--- src/rtl/pc_fetch_queue_if.sv ---
// Valid/ready bundle between PC generation (producer) and the IF-stage fetch queue.
// The consumer-side signals and the occupancy count travel in the same bundle.
interface pc_fetch_queue_if #(
  parameter int PC_W  = 32,
  parameter int EXC_W = 32,
  parameter int DEPTH = 4
);
  localparam int CNT_W = $clog2(DEPTH) + 1;

  logic             flush;
  logic             in_valid;
  logic             in_ready;
  logic [PC_W-1:0]  in_pc;
  logic [EXC_W-1:0] in_exc;
  logic             out_valid;
  logic             out_ready;
  logic [PC_W-1:0]  out_pc;
  logic [EXC_W-1:0] out_exc;
  logic [CNT_W-1:0] count;

  modport master (
    output flush, in_valid, in_pc, in_exc, out_ready,
    input  in_ready, out_valid, out_pc, out_exc, count
  );

  modport slave (
    input  flush, in_valid, in_pc, in_exc, out_ready,
    output in_ready, out_valid, out_pc, out_exc, count
  );
endinterface

--- src/rtl/pc_fetch_queue.sv ---
// DEPTH-entry circular FIFO of {pc, exception_type} between PC generation and IF.
// Lets PC generation run ahead while IF stalls; flush empties it in one cycle.
module pc_fetch_queue #(
  parameter int PC_W             = 32,
  parameter int EXC_W            = 32,
  parameter int DEPTH            = 4,
  parameter int PUSH_ON_FULL_POP = 1
) (
  input logic             clk,
  input logic             rst,
  pc_fetch_queue_if.slave q
);
  localparam int AW = $clog2(DEPTH);
  localparam int CW = AW + 1;
  localparam int EW = PC_W + EXC_W;

  function automatic logic [AW-1:0] ptr_inc(input logic [AW-1:0] p);
    return p + AW'(1);
  endfunction

  logic [EW-1:0] mem [DEPTH];
  logic [AW-1:0] wptr;
  logic [AW-1:0] rptr;
  logic [CW-1:0] cnt;
  logic          full;
  logic          empty;
  logic          rdy;
  logic          push;
  logic          pop;

  always_comb begin
    full  = (cnt == CW'(DEPTH));
    empty = (cnt == '0);
    rdy   = 1'b0;
    if (!rst)
      rdy = !full || ((PUSH_ON_FULL_POP != 0) && q.out_ready);
    push  = q.in_valid && rdy && !q.flush;
    pop   = !empty && q.out_ready && !q.flush;
  end

  assign q.in_ready  = rdy;
  assign q.out_valid = !empty;
  assign q.count     = cnt;
  // Head is read straight from storage and zeroed when empty; no path from in_* to out_*.
  assign {q.out_pc, q.out_exc} = empty ? '0 : mem[rptr];

  always_ff @(posedge clk) begin
    if (rst || q.flush) begin
      wptr <= '0;
      rptr <= '0;
      cnt  <= '0;
    end else begin
      if (push) wptr <= ptr_inc(wptr);
      if (pop)  rptr <= ptr_inc(rptr);
      case ({push, pop})
        2'b10:   cnt <= cnt + CW'(1);
        2'b01:   cnt <= cnt - CW'(1);
        default: cnt <= cnt;
      endcase
    end
  end

  // On a full push+pop the write slot equals the slot being freed by the pop.
  always_ff @(posedge clk) begin
    if (push) mem[wptr] <= {q.in_pc, q.in_exc};
  end
endmodule

--- src/flat_wrapper.sv ---
// flat-port wrapper written by rule: the top's interface ports become plain ports
module pc_fetch_queue_flat 
#(
  parameter int PC_W             = 32,
  parameter int EXC_W            = 32,
  parameter int DEPTH            = 4,
  parameter int PUSH_ON_FULL_POP = 1
)
  (clk, rst, q_flush, q_in_valid, q_in_pc, q_in_exc, q_out_ready, q_in_ready, q_out_valid, q_out_pc, q_out_exc, q_count);
  pc_fetch_queue_if #(.PC_W(PC_W), .EXC_W(EXC_W), .DEPTH(DEPTH)) q_i ();
  input logic clk;
  input logic rst;
  input wire logic [$bits(q_i.flush)-1:0] q_flush;
  input wire logic [$bits(q_i.in_valid)-1:0] q_in_valid;
  input wire logic [$bits(q_i.in_pc)-1:0] q_in_pc;
  input wire logic [$bits(q_i.in_exc)-1:0] q_in_exc;
  input wire logic [$bits(q_i.out_ready)-1:0] q_out_ready;
  output wire logic [$bits(q_i.in_ready)-1:0] q_in_ready;
  output wire logic [$bits(q_i.out_valid)-1:0] q_out_valid;
  output wire logic [$bits(q_i.out_pc)-1:0] q_out_pc;
  output wire logic [$bits(q_i.out_exc)-1:0] q_out_exc;
  output wire logic [$bits(q_i.count)-1:0] q_count;
  assign q_i.flush = q_flush;
  assign q_i.in_valid = q_in_valid;
  assign q_i.in_pc = q_in_pc;
  assign q_i.in_exc = q_in_exc;
  assign q_i.out_ready = q_out_ready;
  assign q_in_ready = q_i.in_ready;
  assign q_out_valid = q_i.out_valid;
  assign q_out_pc = q_i.out_pc;
  assign q_out_exc = q_i.out_exc;
  assign q_count = q_i.count;
  pc_fetch_queue #(.PC_W(PC_W), .EXC_W(EXC_W), .DEPTH(DEPTH), .PUSH_ON_FULL_POP(PUSH_ON_FULL_POP)) u_core (.clk(clk), .rst(rst), .q(q_i));
endmodule
--- config.mk ---
export PLATFORM = sky130hd
export DESIGN_NAME = pc_fetch_queue_flat
export DESIGN_NICKNAME = d
export VERILOG_FILES = /design/src/rtl/pc_fetch_queue_if.sv /design/src/rtl/pc_fetch_queue.sv /design/src/flat_wrapper.sv
export SDC_FILE = /design/constraint.sdc
export NUM_CORES = 1
export LEC_CHECK = 0
export ABC_AREA = 1
export BUFFER_PORTS_ARGS = -buffer_cell sky130_fd_sc_hd__buf_2
export CAP_MARGIN = 0
export CORE_MARGIN = 1.5
export CORE_UTILIZATION = 57
export DETAILED_ROUTE_END_ITERATION = 10
export PLACE_DENSITY = 0.76
export SYNTH_ARGS = -nofsm -noshare
export SYNTH_HDL_FRONTEND = slang
export SYNTH_SLANG_ARGS = --single-unit
export TNS_END_PERCENT = 30
--- constraint.sdc ---
create_clock -name clk -period 5.4 [get_ports clk]
set_input_delay 0.81 -clock clk [delete_from_list [all_inputs] [get_ports clk]]
set_output_delay 0.81 -clock clk [all_outputs]
set_load 0.01 [all_outputs]
==> flow_summary_export.csv <==
group,metric,value,unit
status,status,"finished, final reports clean",
routing,ant_nets,0,
power_and_ir_drop,power.static_leakage,4.41,nW
placed_design,detailedPlacementHpwl,11100,um
cts,cts-root-to-sink-buffers,3,
global_routing,first_global_vias,6494,
synth,netlist_instances,828,
sta,whs,0.494,ns
global_routing,grt_start_max_net_pins,86,
die,pin_count,138,
synth,synth_largest_type_area_fraction,0.737,
global_routing,grt_pass1_wl,32900,um
synth,synth_top_cell_by_area,"sky130_fd_sc_hd__edfxtp_1",
cells_and_area,nNetsFinal,1032,
hold_path,hold_path_class,"in -> reg",
worst_setup_path,reg2regPathDepth,5,
placed_design,detailed_place.area,11200,um2
sta,relSlewSlack,0.341,
sta,fin_setup_tns,0,ns
routing,route.vias.total,6643,
synth,netlist-cell-type-count,19,
die,chipWidth,138,um
die,initial_core_util,0.580,
sta,fin_crit,3.94,ns
global_routing,antenna_found_initial,3,
worst_setup_path,worstSetupStartpointType,"flop",
worst_setup_path,timing.critical_path.required,4.59,ns
sta,setup_viol,0,
cts,post_cts_buffers,0,
cells_and_area,fin_util,0.670,
synth,post_synth_main_area_contributors,"sky130_fd_sc_hd__edfxtp_1 (74%), sky130_fd_sc_hd__nor2_1 (9.7%), sky130_fd_sc_hd__o21ai_0 (5.8%), sky130_fd_sc_hd__a21oi_1 (3.2%), sky130_fd_sc_hd__dfxtp_1 (1.7%)",
global_routing,overflow,0,
die,core,18000,um2
routing,drt-total-wl,20800,um
cts,clk_sinks,265,
routing,vias_per_cell,5.51,
cells_and_area,drive_above_1_share,0.194,
cts,clock_insertion_delay_worst_skew,0.52,ns
cells_and_area,area.growth.synth_to_final,15.4,%
cts,holdBufCountCts,0,
cts,cts_repair_resize_count,0,
sta,setup_slack,1.46,ns
synth,mappedNetlistNets,903,
sta,finalHoldViolations,0,
die,rows,49,
worst_setup_path,criticalPathCategory,"reg -> out",
synth,ys_seq_area_frac,0.755,
flow_run,timing.max_cap.violations,0,
worst_setup_path,timing.critical_path.slowest_stage_cell,"sky130_fd_sc_hd__dfxtp_4",
sta,rsz0062_at_grt,"false",
cts,root_buffer,"sky130_fd_sc_hd__clkbuf_16",
worst_setup_path,crit_path_end_kind,"primary output",
synth,synth-edff-count,256,
synth,synth-seq-cells,265,
synth,synth_area_per_cell,12.6,um2
routing,first_pass_iters,5,
worst_setup_path,cp_data_arrival_time,3.13,ns
routing,drc_violations_left,0,
routing,routed_wire_length_per_instance,17.3,um
hold_path,hold_path_depth,1,
synth,synth.cell_area,10400,um2
sta,finalCritPeriodShare,0.729,
die,die_boundary_height,138,um
cts,h-tree-depth,1,
sta,maxClockFrequency,0.254,GHz
cts,tritoncts,"yes",
sta,fin_skew,0.0164,ns
sta,timing.final.max_slew_violations,0,
placed_design,placement.io_buffers,137,
power_and_ir_drop,vdd.ir_drop.worst,0.267,mV
synth,asyncSetResetFlopFracSynth,0,
worst_setup_path,max_stage_delay,0.70,ns
cts,cts.reportedPaths.clkPinSlew,0.06,ns
placed_design,gp_congestion,0.759,
cts,numCtsBuffers,26,
synth,ys_top_cells_by_count,"sky130_fd_sc_hd__nor2_1 (270), sky130_fd_sc_hd__edfxtp_1 (256), sky130_fd_sc_hd__o21ai_0 (120)",
sta,tightestPinTransition,0.986,ns
worst_setup_path,cell_chain_of_the_critical_path,"clkinv_2 > buf_4 > o21ai_0 > a21oi_1 > buf_2",
placed_design,dp_worst_setup_slack,2.02,ns
synth,post-synth-top-count-cell,"sky130_fd_sc_hd__nor2_1",
synth,yosys_most_used_dff,"sky130_fd_sc_hd__edfxtp_1",
cells_and_area,finalInstanceArea,12000,um2
worst_setup_path,critPathMaxFanout,85,
synth,synthesis.yosys.warnings,0,
die,design.die.area,19100,um2
power_and_ir_drop,power.density,339,nW/um2
global_routing,grt_util_all_layers,0.217,
routing,first_iter_violations,504,
## final cells by class
type	instances	area, um2
Antenna cell	3	7.51
Clock buffer	43	776
Clock inverter	2	8.76
Fill cell	1270	5930
Inverter	20	76.3
Multi-Input combinational cell	496	2210
Sequential cell	265	7870
Tap cell	229	287
Timing Repair Buffer	148	793
## per-stage QoR
step / instances / total power (W)
6_report: 1206 / 0.00408
5_1_grt: 1206 / 0.00420
4_1_cts: 1203 / 0.00410
3_5_place_dp: 1158 / 0.00246
3_3_place_gp: 1158 / 0.00246
2_1_floorplan: 828 / 0.00239
## layer usage
metal	part of all wire	up-vias	global-route usage
met1	0.41	3193	0.277
li1	-	3180	-
met5	0	-	0
met4	0.027	0	0.0837
met2	0.49	229	0.364
met3	0.073	41	0.0513
## path summary, 6_finish.rpt
| check | slack (ns) | startpoint | to |
|---|---|---|---|
| hold / removal | 0.49 | q_in_pc[25] | u_core.mem[1][57]$_DFFE_PP_ |
| setup / recovery | 1.46 | flop | q_out_exc[8] |
| setup reg to reg | 2.86 | u_core.q.count[1]$_SDFFE_PP0P_ | u_core.mem[2][29]$_DFFE_PP_ |
| hold reg to reg | 0.50 | u_core.rptr[1]$_SDFFE_PP0P_ | flop |
## where the power goes
group / internal [W] / switching (W)
Clock: 0.000968 / 0.000692
Sequential: 0.00228 / 0.00000629
Combinational: 0.0000462 / 0.0000914
Total: 0.00329 / 0.000790
## state kept, by name, indices dropped and copies added (netlist names), named ones only
signal and flops:
u_core.rptr 2, u_core.q.count 3, u_core.wptr 2, u_core.mem 256
## cell families after synthesis
logic type / Yosys count / synth area share
AO/OA/AOI/OAI: 198 / 0.0952
adder cells (fa/ha/maj): 6 / 0.00792
buffers and inverters: 67 / 0.0359
flip-flops: 265 / 0.755
AND/OR/NAND/NOR: 292 / 0.106
## cells in the final DEF (no fill, tap or decap), drive strengths merged
| cell type | count |
|---|---|
| o21ai | 130 |
| inv | 19 |
| nand2 | 15 |
| fa | 1 |
| buf | 148 |
| diode | 3 |
| a31oi | 1 |
| clkinv | 3 |
| nand3 | 5 |
| edfxtp | 256 |
| ha | 5 |
| a21oi | 67 |
| nor2 | 270 |
| clkbuf | 43 |
| dfxtp | 9 |
| nand4 | 2 |
## critical path: cells and delay by family (launching register included)
family,cells,cell delay [ns]
DFF,1,0.70
AOI/OAI and AO/OA,2,0.47
buffers and inverters,3,1.32
Power figures use the tool's default switching activity.
